[src/rtl/mem_word_seq.sv]
// Sequencer between the EX/MEM register and a 16-bit data memory: word ops become
// two halfword beats with one stall cycle, halfword ops pass through in one cycle.
module mem_word_seq #(
  parameter bit BIG_ENDIAN  = 1'b1,
  parameter bit CHECK_ALIGN = 1'b1
) (
  input  logic        clk,
  input  logic        rst,
  input  logic        req,
  input  logic        dirty,
  input  logic        skip,
  input  logic        wr_req,
  input  logic        word,
  input  logic        sgn,
  input  logic [31:0] addr,
  input  logic [31:0] wdata,
  output logic        mem_wr,
  output logic [31:0] mem_addr,
  output logic [15:0] mem_di,
  input  logic [15:0] mem_do,
  output logic        stall,
  output logic        done,
  output logic [31:0] rdata,
  output logic        err
);

  typedef enum logic {IDLE, WORD2} state_t;

  state_t      state_q, state_d;
  logic [15:0] hi_q, hi_d;
  logic        valid;
  logic        misaligned;

  always_comb begin
    state_d    = state_q;
    hi_d       = hi_q;
    mem_wr     = 1'b0;
    mem_addr   = addr;
    mem_di     = 16'h0000;
    stall      = 1'b0;
    done       = 1'b0;
    rdata      = 32'h0000_0000;
    err        = 1'b0;
    valid      = req & ~dirty & ~skip;
    misaligned = CHECK_ALIGN && (word ? (addr[1:0] != 2'b00) : addr[0]);

    if (rst) begin
      state_d  = IDLE;
      hi_d     = 16'h0000;
      mem_addr = 32'h0000_0000;
    end else begin
      case (state_q)
        IDLE: begin
          if (valid) begin
            if (misaligned) begin
              err = 1'b1;
            end else if (!word) begin
              mem_wr = wr_req;
              mem_di = wr_req ? wdata[15:0] : 16'h0000;
              done   = 1'b1;
              rdata  = {{16{sgn & mem_do[15]}}, mem_do};
            end else begin
              // First beat of a word: lower-addressed halfword, captured for the second beat
              mem_addr = {addr[31:2], 2'b00};
              mem_wr   = wr_req;
              mem_di   = wr_req ? (BIG_ENDIAN ? wdata[31:16] : wdata[15:0]) : 16'h0000;
              stall    = 1'b1;
              hi_d     = mem_do;
              state_d  = WORD2;
            end
          end
        end
        WORD2: begin
          // Committed once beat 1 issued, so req/dirty/skip are not consulted here
          mem_addr = {addr[31:2], 2'b10};
          mem_wr   = wr_req;
          mem_di   = wr_req ? (BIG_ENDIAN ? wdata[15:0] : wdata[31:16]) : 16'h0000;
          done     = 1'b1;
          rdata    = BIG_ENDIAN ? {hi_q, mem_do} : {mem_do, hi_q};
          state_d  = IDLE;
        end
      endcase
    end
  end

  always_ff @(posedge clk) begin
    if (rst) begin
      state_q <= IDLE;
      hi_q    <= 16'h0000;
    end else begin
      state_q <= state_d;
      hi_q    <= hi_d;
    end
  end

endmodule

[config.mk]
export PLATFORM = sky130hd
export DESIGN_NAME = mem_word_seq
export DESIGN_NICKNAME = d
export VERILOG_FILES = /design/src/rtl/mem_word_seq.sv
export SDC_FILE = /design/constraint.sdc
export NUM_CORES = 1
export LEC_CHECK = 0
export ABC_AREA = 1
export BUFFER_PORTS_ARGS = -buffer_cell sky130_fd_sc_hd__clkbuf_2
export CAP_MARGIN = 5
export CORE_MARGIN = 2
export CORE_UTILIZATION = 33
export CTS_CLUSTER_DIAMETER = 200
export DETAILED_ROUTE_END_ITERATION = 6
export HOLD_SLACK_MARGIN = 0.06
export PLACE_DENSITY = 0.78
export RECOVER_POWER = 25
export SLEW_MARGIN = 20
export SYNTH_ARGS = -nofsm -noshare
export SYNTH_HDL_FRONTEND = slang
export SYNTH_SLANG_ARGS = --single-unit
export TNS_END_PERCENT = 50
[constraint.sdc]
create_clock -name clk -period 1.1 [get_ports clk]
set_input_delay 0.165 -clock clk [delete_from_list [all_inputs] [get_ports clk]]
set_output_delay 0.165 -clock clk [all_outputs]
set_load 0.01 [all_outputs]
==> results by group <==
Synthesis
  – Seq cells post-synth: 17
  – Net count after synthesis: 422
  – Simple-Gate Fraction of Synth Area: 0.457
  – Syn Inst Count: 334
  – XOR/XNOR Fraction of Synth Area: 0
  – Syn_area_per_cell: 5.17 um2
  – Area share of the largest cell type after synthesis: 0.222
  – Synth unique cells: 18
  – Mux cell area share after synthesis: 0
  – Post-synthesis adder-cell area fraction: 0
  – Post-synth top area cell: nor2_1
  – Mapped Area: 0.00173 mm2
  – Synth warn: 0
  – Seq/Total Area, Yosys: 0.197
  – Largest cells by area after synthesis: nor2_1 (22%), dfxtp_1 (20%), inv_1 (18%)
  – Synth Area in Compound Gates: 0.102
  – Combinational family with the most area after synthesis: simple AND/OR/NAND/NOR gates

STA
  – RSZ-0062 raised after global routing: yes
  – Post-layout min period: 1.58 ns
  – Worst-Margin Slew: 0.327 ns
  – # setup viols final: 71
  – PnR worst setup slack: -0.477 ns
  – Setup Skew: 0.00280 ns
  – Period utilisation layout: 1.43
  – Max Clock Freq: 634 MHz
  – Final Hold Viols: 0
  – Relative slew slack: 0.782
  – Max Transition Viols Final: 0

Floorplan
  – Die Area: 0.00583 mm2
  – IO Count: 172
  – Die height: 76.4 um
  – Core area: 0.00507 mm2
  – Die W: 76.4 um
  – Cell row count: 26
  – Initial Util: 0.340

Route
  – DRC: 0
  – Initial DRC count: 128
  – ANT nets after route: 0
  – Via count: 2708
  – Post-Route WL: 7680 um
  – Drt wl/cell: 13.0 um
  – TritonRoute pass-1 iters: 5
  – Via density: 4.59

Clocking
  – Clock tree sinks: 17
  – CTS tree: built
  – Clk_lat worst skew: 0.25 ns
  – Clk slew on worst S/H paths: 0.07 ns
  – Clk buf depth: 2
  – Total clock buffers created by CTS: 3
  – Clock root cell: clkbuf_8
  – Htree depth: 1

Worst setup path
  – Crit path required time: 0.94 ns
  – Setup CP Type: flop to output port
  – Critical-path maximum fanout: 9
  – Reg2Reg Depth: 8
  – CP Capture Type: output port
  – Crit start category: flop
  – WP buf/inv: 2
  – Crit-path max cell delay: 0.34 ns
  – Worst path depth: 6
  – CP arrival: 1.41 ns
  – CP max-delay cell: dfxtp_2
  – Crit-path cells: inv_4 > nand2_4 > or2_2 > o21ai_0 > nor2_2 > clkbuf_2
  – Top delay family on crit path: simple AND/OR/NAND/NOR gates

Finish
  – Most common cell after layout, fill and taps aside: clkbuf_2
  – Most frequent cells in the layout: clkbuf_2 (121), inv_1 (80), nor2_1 (56)
  – # nets final: 609
  – Area grow syn2layout: 103%
  – Antenna cells: 0
  – Layout cells sized above 1: 0.546
  – Fill cells: 442
  – Design area: 0.00352 mm2
  – Post-Layout Cell Count: 590

Placement
  – IO buf count: 171
  – Cell Area, Placed: 0.00293 mm2
  – Gp weighted congestion: 0.874
  – Post-DP HPWL: 5270 um
  – Placed Cells: 579

Power and ir drop
  – Power Density: 535 mW/mm2
  – IR drop worst, VDD: 0.489 mV
  – Comb pwr share: 0.408
  – Psw: 654 uW
  – Int Power: 1.23 mW
  – Total power: 1.88 mW
  – Clock share of power: 0.256
  – Leak: 2.01 nW
  – Switching share of power: 0.348
  – Sequential Power Share: 0.336

Global route
  – Total track usage: 0.229
  – Largest net degree at the start of global routing: 35
  – Initial antenna violation count: 0
  – First-pass GRT wire length: 11000 um
  – Grt total ovfl: 0
  – Number of global-route vias before repair: 2456

Run status
  – Status: finished with violations
  – Failing checks: setup timing

Hold path
  – Hold Crit Class: input pin to flop
  – Hold Crit Depth: 5

Flow run
  – Max cap viols: 0
## power groups by stage
stage          registers, mW  logic, mW  clock network (mW)
3_5_place_dp           0.645      0.664                   0
5_1_grt                0.633      0.838               0.498
3_3_place_gp           0.645      0.649                   0
2_1_floorplan          0.644      0.333                   0
6_report               0.632      0.769               0.481
4_1_cts                0.632      0.729               0.484
## stage by stage
stage	setup WS, ns	hold slack [ns]	utilization	TNS (ns)
after global routing	-0.520	0.292	0.693	-26.86
after global placement	-0.251	0.492	0.578	-13.90
after detailed placement	-0.349	0.493	0.578	-16.42
after CTS	-0.425	0.254	0.648	-22.14
after floorplan	-0.0701	0.406	-	-1.60
final	-0.477	0.254	0.693	-23.16
## worst register-to-register path: cells and delay by family (launching register included)
family | cells | cell delay, ns
DFF | 1 | 0.34
buffers and inverters | 4 | 0.50
and+or+nand+nor | 4 | 0.40
## final timing paths
path,slack [ns],to,startpoint
hold / removal,0.25,hi_q[0]$_SDFFE_PP0P_,mem_do[0]
hold reg to reg,0.51,hi_q[10]$_SDFFE_PP0P_,hi_q[10]$_SDFFE_PP0P_
setup / recovery,-0.48,mem_di[9],state_q$_SDFF_PP0_
setup reg to reg,-0.19,hi_q[15]$_SDFFE_PP0P_,state_q$_SDFF_PP0_
## cell families after synthesis
logic type / count (synthesis)
and+or+nand+nor: 180
DFF: 17
AOI/OAI and AO/OA: 33
buffers and inverters: 104
## cell usage after synthesis
library cell	instances
buf_6	2
inv_1	82
buf_4	2
clkbuf_1	8
inv_2	1
nand2_2	2
nor2_1	102
a21oi_4	1
nand3_4	2
dfxtp_1	17
or2_2	16
nand4_1	16
nand3_1	1
buf_1	1
nand2_1	41
buf_2	7
clkinv_1	1
o21ai_0	32
## layer usage
layer  vias up  global-route usage  share of wire
li1       1343                   -              -
met1      1214               0.233           0.36
met3        24              0.0320          0.049
met2       127               0.465           0.56
met5         -                   0              0
met4         0              0.0818          0.028
## flip-flops by register name, indices dropped and copies added, names as in the netlist
| name | flops |
|---|---|
| state_q | 1 |
| hi_q | 16 |
## final cells by class
type,count,area (um2),share of cell area
inverter,84,330,0.0940
timing repair buffer,201,1400,0.398
multi-input combinational,214,1310,0.373
sequential,17,342,0.0972
tap,70,87.6,0.0249
clock buffer,4,45.0,0.0128
## timing repair
action                     CTS  global route
cloned                       4             0
setup endpoints to repair   71            71
pin swaps                    6             2
gates resized for setup     73            96
hold buffers                 0             0
setup buffers                3             0
No activity file was read; power rests on OpenSTA's default activity.
